<file path="config.mk">
export PLATFORM = sky130hd
export DESIGN_NAME = sqrt_core_arbiter
export DESIGN_NICKNAME = d
export VERILOG_FILES = /design/src/rtl/sqrt_core_arbiter.sv
export SDC_FILE = /design/constraint.sdc
export NUM_CORES = 1
export LEC_CHECK = 0
export ABC_AREA = 1
export CAP_MARGIN = 25
export CORE_MARGIN = 2
export CORE_UTILIZATION = 25
export DETAILED_ROUTE_END_ITERATION = 8
export PLACE_DENSITY = 0.54
export SLEW_MARGIN = 20
export SYNTH_ARGS = -nofsm -noshare
export SYNTH_HDL_FRONTEND = slang
export SYNTH_SLANG_ARGS = --single-unit
export TNS_END_PERCENT = 30
</file>
<file path="constraint.sdc">
create_clock -name clk -period 1.4 [get_ports clk]
set_input_delay 0.42 -clock clk [delete_from_list [all_inputs] [get_ports clk]]
set_output_delay 0.42 -clock clk [all_outputs]
set_load 0.005 [all_outputs]
</file>
<file path="src/rtl/sqrt_core_arbiter.sv">
// Round-robin arbiter sharing a single core_SQRT between two requesters.
// Issues a one-cycle Do pulse, waits for the core (with a timeout), and routes the result back.
module sqrt_core_arbiter #(
  parameter int WIDTH   = 9,
  parameter int TIMEOUT = 16
) (
  input  logic             clk,
  input  logic             rst,
  input  logic             req0_valid_i,
  input  logic             req0_op_i,
  input  logic [WIDTH-1:0] req0_s_i,
  output logic             req0_ready_o,
  output logic             rsp0_valid_o,
  output logic [WIDTH-1:0] rsp0_res_o,
  output logic             rsp0_err_o,
  input  logic             req1_valid_i,
  input  logic             req1_op_i,
  input  logic [WIDTH-1:0] req1_s_i,
  output logic             req1_ready_o,
  output logic             rsp1_valid_o,
  output logic [WIDTH-1:0] rsp1_res_o,
  output logic             rsp1_err_o,
  output logic             DoSqrt_o,
  output logic             DoInvSqrt_o,
  output logic [WIDTH-1:0] s_o,
  input  logic [WIDTH-1:0] res_i,
  input  logic             valid_i
);

  typedef enum logic [1:0] {S_IDLE, S_ISSUE, S_WAIT, S_RESP} state_t;

  localparam logic [7:0] LAST_CNT = 8'(TIMEOUT - 1);

  state_t           r_state;
  state_t           w_state_nxt;
  logic             r_rr;
  logic             r_gnt_id;
  logic [7:0]       r_cnt;
  logic             r_do_sqrt;
  logic             r_do_inv;
  logic [WIDTH-1:0] r_s;
  logic [1:0]       r_rsp_valid;
  logic [1:0]       r_rsp_err;
  logic [WIDTH-1:0] r_rsp_res0;
  logic [WIDTH-1:0] r_rsp_res1;

  logic             w_gnt_id;
  logic             w_accept;
  logic             w_op;
  logic [WIDTH-1:0] w_s;
  logic             w_timeout;

  // r_rr names the requester that wins when both are valid.
  assign w_gnt_id  = (req0_valid_i & req1_valid_i) ? r_rr : req1_valid_i;
  assign w_accept  = (r_state == S_IDLE) && !rst && (req0_valid_i || req1_valid_i);
  assign w_op      = w_gnt_id ? req1_op_i : req0_op_i;
  assign w_s       = w_gnt_id ? req1_s_i  : req0_s_i;
  assign w_timeout = (r_cnt == LAST_CNT);

  assign req0_ready_o = w_accept & ~w_gnt_id;
  assign req1_ready_o = w_accept &  w_gnt_id;

  // NOTE: the next state defaults to the current one before the case, so no path leaves it unassigned and no latch is inferred.
  always_comb begin
    w_state_nxt = r_state;
    case (r_state)
      S_IDLE:  if (w_accept) w_state_nxt = S_ISSUE;
      S_ISSUE: w_state_nxt = S_WAIT;
      S_WAIT:  if (valid_i || w_timeout) w_state_nxt = S_RESP;
      S_RESP:  w_state_nxt = S_IDLE;
      default: w_state_nxt = S_IDLE;
    endcase
  end

  // NOTE: registers use non-blocking assignments so every branch sees the pre-edge values of the others.
  always_ff @(posedge clk) begin
    if (rst) begin
      r_state     <= S_IDLE;
      r_rr        <= 1'b0;
      r_gnt_id    <= 1'b0;
      r_cnt       <= '0;
      r_do_sqrt   <= 1'b0;
      r_do_inv    <= 1'b0;
      r_s         <= '0;
      r_rsp_valid <= '0;
      r_rsp_err   <= '0;
      r_rsp_res0  <= '0;
      r_rsp_res1  <= '0;
    end else begin
      r_state     <= w_state_nxt;
      r_do_sqrt   <= 1'b0;
      r_do_inv    <= 1'b0;
      r_rsp_valid <= '0;
      r_rsp_err   <= '0;
      r_rsp_res0  <= '0;
      r_rsp_res1  <= '0;
      case (r_state)
        S_IDLE: begin
          if (w_accept) begin
            r_gnt_id  <= w_gnt_id;
            r_s       <= w_s;
            r_do_sqrt <= ~w_op;
            r_do_inv  <= w_op;
          end
        end
        S_ISSUE: r_cnt <= '0;
        S_WAIT: begin
          // A core valid on the last timeout cycle still counts as a real result.
          if (valid_i) begin
            r_rsp_valid[r_gnt_id] <= 1'b1;
            if (r_gnt_id) r_rsp_res1 <= res_i;
            else          r_rsp_res0 <= res_i;
          end else if (w_timeout) begin
            r_rsp_valid[r_gnt_id] <= 1'b1;
            r_rsp_err[r_gnt_id]   <= 1'b1;
          end else begin
            r_cnt <= r_cnt + 8'd1;
          end
        end
        S_RESP: r_rr <= ~r_gnt_id;
        default: ;
      endcase
    end
  end

  assign DoSqrt_o     = r_do_sqrt;
  assign DoInvSqrt_o  = r_do_inv;
  assign s_o          = r_s;
  assign rsp0_valid_o = r_rsp_valid[0];
  assign rsp1_valid_o = r_rsp_valid[1];
  assign rsp0_err_o   = r_rsp_err[0];
  assign rsp1_err_o   = r_rsp_err[1];
  assign rsp0_res_o   = r_rsp_res0;
  assign rsp1_res_o   = r_rsp_res1;

endmodule

</file>
==> results of run 1 <==
[cells in the mapped netlist, types with 2 or more instances]
library cell / instances / area (µm²)
ha_1: 6 / 75.1
nand3_1: 18 / 90.1
o21ai_0: 6 / 30.0
nor3_1: 2 / 10.0
nand3_2: 2 / 20.0
nand2_1: 76 / 285
inv_1: 34 / 128
nor2_1: 41 / 154
nand4_1: 2 / 12.5
buf_2: 2 / 10.0
a21oi_1: 16 / 80.1
dfxtp_1: 45 / 901
nor4_1: 2 / 12.5
[where the power goes]
part	total [mW]	internal [mW]	switching (mW)	leakage [nW]
logic	1.72	0.860	0.864	1.21
clock network	0.842	0.361	0.481	0.0447
registers	1.56	1.45	0.107	0.369
total	4.12	2.67	1.45	1.62
[through the flow]
step	instances	hold slack, ns	area (µm²)	setup WS, ns	utilization (%)
2_1_floorplan	262	0.450	1900	-0.00948	-
3_3_place_gp	460	0.452	2940	-0.889	40.3
3_5_place_dp	460	0.453	2940	-0.891	40.3
4_1_cts	469	0.465	3050	-0.360	41.8
5_1_grt	479	0.504	3280	-0.404	45.0
6_report	479	0.465	3280	-0.316	45.0
[cell families (layout without fill, tap and decap cells)]
kind of cell	after synthesis	in the layout	share of synthesized area, %
and+or+nand+nor	147	147	32.7
buffers and inverters	40	158	8.65
AOI/OAI and AO/OA	24	24	7.13
DFF	45	45	47.5
adders and majority gates	6	6	3.96
[worst min-delay path: cells and delay by family, from the launching register on]
family	cells	cell delay [ns]
simple gates	1	0.06
flops	1	0.32
compound gates	1	0.05
[flip-flops by register name (all words and copies together), names as in the netlist]
register     count
rsp0_res_o       9
rsp1_res_o       9
s_o              9
r_cnt            8
r_rsp_err        2
r_rsp_valid      2
r_state          2
DoInvSqrt_o      1
DoSqrt_o         1
r_gnt_id         1
r_rr             1
[per-layer routing]
metal / global-route usage (%) / vias up / wire (µm)
met3: 3.49 / 4 / 267
met1: 14.6 / 876 / 2350
met4: 3.41 / 0 / 50
met5: 0 / - / 0
li1: - / 1043 / -
met2: 19.5 / 55 / 2540
[what timing repair did]
item	in CTS	in global routing
gates resized for setup	62	35
setup buffers	1	9
pin swaps	4	9
cloned	0	1
endpoints found under the setup margin	60	29
[layout make-up]
cell class,count,area share (%)
timing repair buffer,115,31.4
sequential,45,27.8
clock inverter,3,0.763
multi-input combinational,177,30.1
inverter,35,4.08
tap,99,3.78
clock buffer,5,2.10
[how the worst min path moves through the flow]
stage | startpoint | end | slack (ns) | depth (start not counted)
2_1_floorplan | r_cnt[0]$_SDFFE_PP0P_ | r_cnt[0]$_SDFFE_PP0P_ | 0.45 | 1
3_3_place_gp | s_o[8]$_SDFFE_PP0P_ | s_o[8]$_SDFFE_PP0P_ | 0.45 | 2
3_5_place_dp | s_o[8]$_SDFFE_PP0P_ | s_o[8]$_SDFFE_PP0P_ | 0.45 | 2
4_1_cts | s_o[8]$_SDFFE_PP0P_ | s_o[8]$_SDFFE_PP0P_ | 0.47 | 2
5_1_grt | s_o[1]$_SDFFE_PP0P_ | s_o[1]$_SDFFE_PP0P_ | 0.50 | 2
6_report | s_o[8]$_SDFFE_PP0P_ | s_o[8]$_SDFFE_PP0P_ | 0.46 | 2
==> metrics.txt, run 1 <==
Worst slew margin 82.7%; Yosys reg bits 45; CP max stage cell dfxtp_2; setup ws final -0.316 ns; Die H 91.1 µm; main flop type after synthesis dfxtp_1; Async S/R FF share, synth 0%; Num CTS Buffers 5; commonest cells after routing, fill and taps aside nand2_1 (68), nor2_1 (39), buf_4 (39); initial antenna violation count 0; CTS clk-pin slew, worst paths 0.09 ns; Max clock buf depth 2; most common cell after layout, fill and taps aside nand2_1; Post-Syn Instances 262; residual DRC count 0; H-tree levels 2; unrepaired setup endpoints after global routing true; Max-Cap Viols 0; Clock Tree Root clkbuf_8; filler instances 796; Row Count 31; area of the multi-input gates 986 µm²; Tightest Pin Transition 0.258 ns; Area Growth Syn to Fin 72.9%; global route total overflow 0; Synth cell types 23; Post-synth EDFFs 0; initial DRC count 67; reg-to-reg slack, setup -0.08 ns; Port Buffers 68; gr usage total 11.7%; layout cell share with drive strength beyond 1 26.8%; status finished, violations left; clock sink count 45; worst endpoint required time 0.98 ns; TNS Setup -0.961 ns; cell area after synthesis 0.00190 mm²; Final Critical Period 1.72 ns; Final HPWL DP 3820 µm; CP most frequent cell inv_2; worst-path fanout max 3; largest net degree at the start of global routing 17; fin. max-slew vios 0; Die Area 0.00829 mm²; DR WL/cell 10.9 µm; Top Ports 69; Period Utilization, post-route 123%; Nets 419; Worst Setup End Kind output port; syn nets 302; Core Area 0.00729 mm²; Worst Path Arrival 1.30 ns; Power per Cell Area 1260 mW/mm²; Ys Warns 0; CP endpoint req0_ready_o; CP bufs+invs 3; violated checks negative setup slack; CP max stage delay 0.33 ns; # diodes 0; Startpoint Class flip-flop; sequential share of the synthesized area 47.5%; Worst Hold Class flip-flop to flip-flop; GPL Wtd Cong 0.829; FF-to-FF End r_state[1]$_SDFFE_PP0P_; CP startpoint r_state[0]$_SDFFE_PP0P_; DR pass1 iterations 5; register area 911 µm²; maximum clock rate 583 MHz; clock skew 0.00881 ns; Total Routed Length 5210 µm; Cell Chain, Critical Path inv_2 -> ha_4 -> inv_2 -> nor2_4 -> nand2_4 -> a21oi_4 -> buf_2; Reg2Reg Depth 12; kind of critical path flip-flop to output port; Top delay family on crit path flip-flops; clock network latency to the later pin of the worst-skew pair 0.30 ns; RR Startpoint r_state[0]$_SDFFE_PP0P_; Vias 1978; TritonCTS clock tree yes; Via density 4.13; Peak VDD IR 0.000503 V; Post-DRT Antenna Nets 0; Overall Power 4.12 mW; Final setup viols 15; initial core utilization 26.0%; die width 91.1 µm; critical path depth in cells 7; hold-fix buffers at CTS 0; Hold Fails Final Rpt 0; Pleak 1.62 nW; global-route wire length before repair 7890 µm; syn avg cell area 7.23 µm²; vias in the first global route 1731
No activity file was read; power rests on OpenSTA's default activity.
==> run 2: changes to the inputs <==
--- a/config.mk
+++ b/config.mk
@@ -8,9 +8,9 @@
 export ABC_AREA = 1
 export CAP_MARGIN = 25
 export CORE_MARGIN = 2
-export CORE_UTILIZATION = 25
+export CORE_UTILIZATION = 40
 export DETAILED_ROUTE_END_ITERATION = 8
-export PLACE_DENSITY = 0.54
+export PLACE_DENSITY = 0.78
 export SLEW_MARGIN = 20
 export SYNTH_ARGS = -nofsm -noshare
 export SYNTH_HDL_FRONTEND = slang
==> metrics.txt, run 2 (synthesized netlist as in run 1, its figures left out) <==
status finished, violations left (unchanged); violated checks negative setup slack (unchanged); worst endpoint required time 0.98 ns (about the same); Die H 72.8 µm (was 91.1 µm); TritonCTS clock tree yes (unchanged); Cell Chain, Critical Path inv_2 -> ha_4 -> inv_2 -> nor2_4 -> nand2_4 -> buf_6 -> a21oi_4 -> buf_2 (was inv_2 -> ha_4 -> inv_2 -> nor2_4 -> nand2_4 -> a21oi_4 -> buf_2); clock network latency to the later pin of the worst-skew pair 0.30 ns (about the same); vias in the first global route 1733 (was 1731); Area Growth Syn to Fin 64.8% (was 72.9%); Top Ports 69 (unchanged); # diodes 0 (unchanged); Final Critical Period 1.81 ns (was 1.72 ns); setup ws final -0.409 ns (was -0.316 ns); initial antenna violation count 0 (unchanged); DR WL/cell 11.7 µm (was 10.9 µm); largest net degree at the start of global routing 17 (unchanged); Worst Setup End Kind output port (unchanged); non-filler cells, final 422 (was 479); Num CTS Buffers 5 (unchanged); layout cell share with drive strength beyond 1 27.2% (was 26.8%); Power per Cell Area 1270 mW/mm² (was 1260 mW/mm²); initial core utilization 40.7% (was 26.0%); Total Routed Length 4920 µm (was 5210 µm); Die Area 0.00531 mm² (was 0.00829 mm²); Worst slew margin 81.3% (was 82.7%); fin. max-slew vios 0 (unchanged); DP Area 0.00284 mm² (was 0.00294 mm²); Period Utilization, post-route 129% (was 123%); Core Area 0.00466 mm² (was 0.00729 mm²); GRT met2 Usage 29.8% (was 19.5%); Final HPWL DP 3430 µm (was 3820 µm); DP Cell Count 409 (was 460); CP bufs+invs 4 (was 3); most common cell after layout, fill and taps aside nand2_1 (unchanged); hold-fix buffers at CTS 0 (unchanged); die width 72.8 µm (was 91.1 µm); Tightest Pin Transition 0.280 ns (was 0.258 ns); met1 Resource Use GR 23.2% (was 14.6%); Clock Tree Root clkbuf_8 (unchanged); Core Util, Final 67.0% (was 45.0%); Startpoint Class flip-flop (unchanged); worst-path fanout max 2 (was 3); Row Count 25 (was 31); Overall Power 3.96 mW (was 4.12 mW); Vias 1981 (was 1978); Max clock buf depth 2 (unchanged); Worst Path Arrival 1.39 ns (was 1.30 ns); Top delay family on crit path buffers and inverters (was flip-flops); residual DRC count 0 (unchanged); busiest grt layer met2 (unchanged); CP max stage delay 0.33 ns (about the same); initial DRC count 57 (was 67); CTS clk-pin slew, worst paths 0.09 ns (about the same); Pleak 1.52 nW (was 1.62 nW); CP max stage cell dfxtp_2 (unchanged); commonest cells after routing, fill and taps aside nand2_1 (63), nor2_1 (37), dfxtp_1 (35), dlygate4sd2_1 (35), clkdlybuf4s50_1 (31) (was nand2_1 (68), nor2_1 (39), buf_4 (39)); Port Buffers 68 (unchanged); unrepaired setup endpoints after global routing true (unchanged); Post-DRT Antenna Nets 0 (unchanged); GPL Wtd Cong 0.940 (was 0.829); Max-Cap Viols 0 (unchanged); maximum clock rate 553 MHz (was 583 MHz); clock sink count 45 (unchanged); global-route wire length before repair 7540 µm (was 7890 µm); Via density 4.69 (was 4.13); CP most frequent cell inv_2 (unchanged); Final setup viols 13 (was 15); H-tree levels 2 (unchanged); Worst Hold Class flip-flop to flip-flop (unchanged); grt met3 use 2.90% (was 3.49%); filler instances 373 (was 796); DR pass1 iterations 5 (unchanged); Nets 407 (was 419); fin area 0.00312 mm² (was 0.00328 mm²); kind of critical path flip-flop to output port (unchanged); Hold Fails Final Rpt 0 (unchanged); clock skew 0.0104 ns (was 0.00881 ns); gr usage total 17.9% (was 11.7%); Peak VDD IR 0.000867 V (was 0.000503 V); global route total overflow 0 (unchanged)
## run 2: final cells by class
cell class / instances / area [µm²] / share of cell area [%]
clock buffers: 5 / 68.8 / 2.20
well taps: 54 / 67.6 / 2.16
flip-flops and latches: 45 / 913 / 29.2
repair buffers: 103 / 927 / 29.7
inverters: 35 / 136 / 4.37
multi-input cells: 177 / 985 / 31.5
clock inverters: 3 / 25.0 / 0.801
## run 2: path summary, 6_finish.rpt
kind	from	endpoint	slack, ns	cells after the start
hold / removal	s_o[1]$_SDFFE_PP0P_	s_o[1]$_SDFFE_PP0P_	0.47	2
setup reg to reg	r_state[1]$_SDFFE_PP0P_	r_state[1]$_SDFFE_PP0P_	-0.23	13
setup / recovery	r_state[1]$_SDFFE_PP0P_	req0_ready_o	-0.41	8
hold reg to reg	s_o[1]$_SDFFE_PP0P_	s_o[1]$_SDFFE_PP0P_	0.47	2
## run 2: per-stage QoR
stage	worst slack (ns)	setup TNS, ns	hold WS, ns
after global routing	-0.471	-3.24	0.489
after floorplan	-0.00948	-0.00948	0.450
final	-0.409	-2.15	0.466
after CTS	-0.426	-1.22	0.468
after global placement	-0.896	-10.96	0.451
after detailed placement	-0.902	-11.81	0.457
## run 2: power breakdown
group	internal [mW]	switching (mW)	leakage, nW
Clock	0.360	0.451	0.0447
Sequential	1.45	0.114	0.370
Combinational	0.755	0.828	1.10
## run 2: metal layers
layer	wire (µm)	up-vias	share of wire (%)
li1	-	1025	-
met1	2180	887	44
met2	2410	65	49
met3	281	4	5.7
met4	51	0	1.0
met5	0	-	0
## run 2: repair_timing
item                       CTS  global route
setup endpoints to repair   55            42
pin swaps                    3            11
resized for setup           66            41
buffers inserted             3             2
## run 2: worst register-to-register path, stage by stage (launching register included)
cell and delay (ns):
dfxtp_2 0.33, inv_2 0.07, ha_4 0.14, inv_2 0.04
nor2_4 0.10, nand2_4 0.06, buf_6 0.12, buf_4 0.12
buf_6 0.12, buf_8 0.13, nand2_1 0.12, nand3b_1 0.09
nand2_1 0.06, nor2_1 0.03
==> variant 1, RTL diff (config.mk and constraints of run 1) <==
Set the parameter `WIDTH` to 11 (it was 9).
--- a/src/rtl/sqrt_core_arbiter.sv
+++ b/src/rtl/sqrt_core_arbiter.sv
@@ -3,3 +3,3 @@
 module sqrt_core_arbiter #(
-  parameter int WIDTH   = 9,
+  parameter int WIDTH   = 11,
   parameter int TIMEOUT = 16
Ports: changed (6 resized); port bits go from 69 to 81. No check against the original RTL was run, so the function may have changed too.
==> variant 1 against run 1 <==
- the run still ends with negative setup slack left
- hold slack got worse by 0.0060 ns
- sequential share of layout area rose by 1.4 points
- total power grew 7.1%
- via count rose by 8.0%
- die area grew 12%
- sequential power is 13% higher
- combinational power up 3%
- non-clock buffer count rose by 3
- design area up 8.2%
- area after synthesis rose by 12%
- setup slack lost 0.0022 ns
- sequential cell count rose by 6
- register-to-register slack improved by 0.07 ns
- wire length is 12% higher
==> variant 1: results (changes against run 1) <==
* Placed insts at 491 (+6.7%)
* Status: finished with violations
* Syn_area_per_cell at 7.42 um^2 (+2.6%)
* Final net count at 448 (+6.9%)
* Relative slew slack at 79.3% (-3.4 points)
* Adder-cell share of the synthesized area at 3.53% (-0.44 points)
* Dpl cell area at 3280 um^2 (+11%)
* Skew final at 0.0112 ns (+0.00241 ns)
* Met3 routed WL at 367 um (+37%)
* Compound-Gate Fraction of Synth Area at 6.17% (-0.96 points)
* Final wirelength at 5820 um (+12%)
* Grt met3 use at 3.21% (-0.27 points)
* Failing checks: negative setup slack
* DR vias at 2,137 (+8.0%)
* Layout cells sized above 1 at 23.6% (-3.3 points)
* Gr usage total at 12.2% (+0.46 points)
* Worst IR Drop VDD at 531 uV (+5.7%)
* Port bufs at 80 (+18%)
* Synth top area cells: dfxtp_1 (48%), nand2_1 (14%), nor2_1 (7.2%), nand3_1 (6.1%), inv_1 (4.8%)
* Post-synth cell types at 27 (+17%)
* Vias in the first global route at 1,990 (+15%)
* Pre-CTS setup slack at -0.885 ns (+0.00613 ns)
* Syn nets at 333 (+10%)
* Post-CTS sizing at 64 (+3.2%)
* Met1 usage at 15.5% (+0.89 points)
* Final worst slack at -0.318 ns (-0.00218 ns)
* Largest net degree at the start of global routing at 20 (+3)
* Synth cell count leaders: nand2_1 (78), dfxtp_1 (51), nor2_1 (41)
* 1st-iter DRT viols at 71 (+6.0%)
* Post-CTS setup buffer count at 3 (+2)
* Endpoints failing setup at 3 (-12)
* FF-to-FF setup slack at -0.01 ns (+0.07 ns)
[variant 1: cell types whose count changed after synthesis, moves of 2 or more]
cell and change:
a21oi_1 +2, buf_2 +6, dfxtp_1 +6, inv_1 -7, nand2_1 +2, nand2_2 +3
nand3_1 +8, nand3_2 -2, nand3_4 +2, nor2_2 +2, nor3_1 +2, o21ai_0 -3
o21ai_1 +2
[variant 1: power breakdown]
| group | internal (mW) | switching [mW] |
|---|---|---|
| sequential | 1.63 | 0.125 |
| clock | 0.371 | 0.516 |
| combinational | 0.889 | 0.882 |
| total | 2.89 | 1.52 |
[variant 1: metrics by stage]
stage	total power [mW]	utilization (%)	hold slack (ns)	TNS, ns
after global routing	4.75	43.2	0.477	-1.19
after floorplan	2.61	-	0.450	-0.0250
after detailed placement	3.36	39.9	0.453	-19.60
after CTS	4.27	41.0	0.462	-2.92
final	4.42	43.2	0.458	-0.636
after global placement	3.35	39.9	0.449	-19.28
[variant 1: cells by family after synthesis]
kind of cell | after synthesis
and+or+nand+nor | 165
DFF | 51
buffers and inverters | 40
AOI/OAI and AO/OA | 25
adders and majority gates | 6
[variant 1: cell type report]
type                    instances  area share (%)
multi-input cells             196            30.1
repair buffers                118            31.1
clock inverters                 3           0.812
inverters                      30            3.25
well taps                     105            3.71
clock buffers                   5            1.94
flip-flops and latches         51            29.2
[variant 1: final timing paths]
kind                            depth (start not counted)                 endpoint                     from
worst max register to register                         11  r_state[1]$_SDFFE_PP0P_  r_state[1]$_SDFFE_PP0P_
worst min-delay path                                    2     s_o[10]$_SDFFE_PP0P_     s_o[10]$_SDFFE_PP0P_
worst max-delay path                                    7             req1_ready_o  r_state[1]$_SDFFE_PP0P_
worst min register to register                          2     s_o[10]$_SDFFE_PP0P_     s_o[10]$_SDFFE_PP0P_
==> variant 2, RTL diff (flow settings as in run 1) <==
Made on the original files. The 4 states of `state_t` get a one-hot encoding in 4 bits.
--- a/src/rtl/sqrt_core_arbiter.sv
+++ b/src/rtl/sqrt_core_arbiter.sv
@@ -29,3 +29,3 @@
 
-  typedef enum logic [1:0] {S_IDLE, S_ISSUE, S_WAIT, S_RESP} state_t;
+  typedef enum logic [3:0] {S_IDLE = 4'b0001, S_ISSUE = 4'b0010, S_WAIT = 4'b0100, S_RESP = 4'b1000} state_t;
 
Formal check against the unedited RTL: same outputs for any inputs over 10 cycles, from zero or initial values and one cycle with rst high; not proved beyond that.
==> variant 2 against run 1 <==
- the run still ends with negative setup slack left
- hold slack barely moved
- setup slack better by 0.0023 ns
- design area is 5.2% lower
- wire length is 7.7% lower
- clock skew grew 0.0037 ns
- die area is essentially flat
- sequential cell count up 2
- area after synthesis barely moved
- core utilization is 2.3 points lower
- register-to-register slack improved by 0.11 ns
- largest cell class is now registers
Power is not compared: it rests on default switching activity, and its combinational part moved more than twofold at a synthesized area within 25%.
==> variant 2: results (changes against run 1) <==
* Non-clock buffer share at 28.0% (-3.4 points)
* Xor/xnor share of the synthesized area at 0.462% (+0.46 points)
* Placer Congestion at 0.821 (-0.94%)
* Multi-input gate count at 170 (-4.0%)
* R2r worst-path depth at 8 (-4)
* Syn_area_per_cell at 7.65 um^2 (+5.7%)
* Gr usage total at 11.4% (-0.31 points)
* Final HPWL from detailed placement at 3600 um (-5.8%)
* # diodes at 0 (unchanged)
* Failing checks: negative setup slack
* Status: finished with violations
* Area of the multi-input gates at 930 um^2 (-5.7%)
* Adder-cell share of the synthesized area at 0.660% (-3.3 points)
* Worst setup endpoint: req1_ready_o
* Pre-CTS setup slack at -0.887 ns (+0.00408 ns)
* 1st-iter DRT viols at 47 (-30%)
* DR vias/cell at 4.13 (about the same)
* Placed insts at 432 (-6.1%)
* Endpoints failing setup at 2 (-13)
* Final worst slack at -0.313 ns (+0.00234 ns)
* Bufs w/o clock at 98 (-15%)
* Largest net degree at the start of global routing at 19 (+2)
* Synth cell count leaders: nand2_1 (71), dfxtp_1 (47), nor2_1 (43)
* Endpoint, Worst Hold: s_o[1]$_SDFFE_PP0P_
* Final wirelength at 4810 um (-7.7%)
* DRT Pass-1 Iters at 4 (-1)
* CTS Buffer Depth at 2 (unchanged)
* Synth top area cells: dfxtp_1 (50%), nand2_1 (14%), nor2_1 (8.5%), inv_1 (4.9%), a21oi_1 (4.0%)
* Global-route wire length before repair at 7720 um (-2.1%)
* R2R Path Start: r_state[0]$_SDFFE_PP1P_
* FILL cells at 778 (-2.3%)
* Post-synthesis mux area share at 0.528% (+0.53 points)
* Non-Filler Instances at 448 (-6.5%)
* Layout cells sized above 1 at 22.3% (-4.5 points)
* Dpl cell area at 2840 um^2 (-3.3%)
* Invs w/o clock at 26 (-26%)
* Register area at 948 um^2 (+4.1%)
* TNS Setup at -0.598 ns (+0.363 ns)
* Seq/Total Area, Yosys at 49.6% (+2.1 points)
* Skew final at 0.0125 ns (+0.00365 ns)
* Clock network area share at 4.39% (+1.5 points)
* Final net count at 383 (-8.6%)
* Fraction of power spent switching nets at 23.7%
* Seq/total area at 30.5% (+2.7 points)
* R2r endpoint: r_cnt[3]$_SDFFE_PP0P_
* CTS Sinks at 47 (+4.4%)
* Compound-Gate Fraction of Synth Area at 7.65% (+0.52 points)
* Vias in the first global route at 1,747 (+0.92%)
* Post-synth cell types at 25 (+8.7%)
* CP startpoint: r_state[3]$_SDFFE_PP0P_
* Syn nets at 283 (-6.3%)
* Hold Slack at 0.464 ns (-0.000147 ns)
* HP Start: s_o[1]$_SDFFE_PP0P_
-- variant 2: changes by cell type after synthesis, sizes merged, moves of 3 or more --
cell | run 1 | this run
inv | 35 | 26
buf | 2 | 6
o21ai | 6 | 1
nand2 | 77 | 72
nor2 | 43 | 48
ha | 6 | 1
clkbuf | 3 | 0
o21bai | 0 | 4
-- variant 2: kinds of logic (layout without fill, tap and decap cells) --
kind of cell / count (synthesis) / after routing
and+or+nand+nor: 142 / 143
DFF: 47 / 47
AOI/OAI and AO/OA: 24 / 24
xor gates and xnor gates: 1 / 1
muxes: 1 / 1
buffers and inverters: 32 / 132
adders and majority gates: 1 / 1
-- variant 2: worst max-delay path: cells and delay by family (launching register included) --
family / cells / cell delay, ns
buf+inv: 3 / 0.19
flops: 1 / 0.34
simple gates: 5 / 0.45
-- variant 2: metal layers --
metal  vias to the layer above  routed length (um)  track usage, %
met2                        47                2250            19.5
met3                         3                 268            3.82
met1                       824                2270            13.5
met4                         0                  29            3.41
li1                        977                   -               -
met5                         -                   0               0
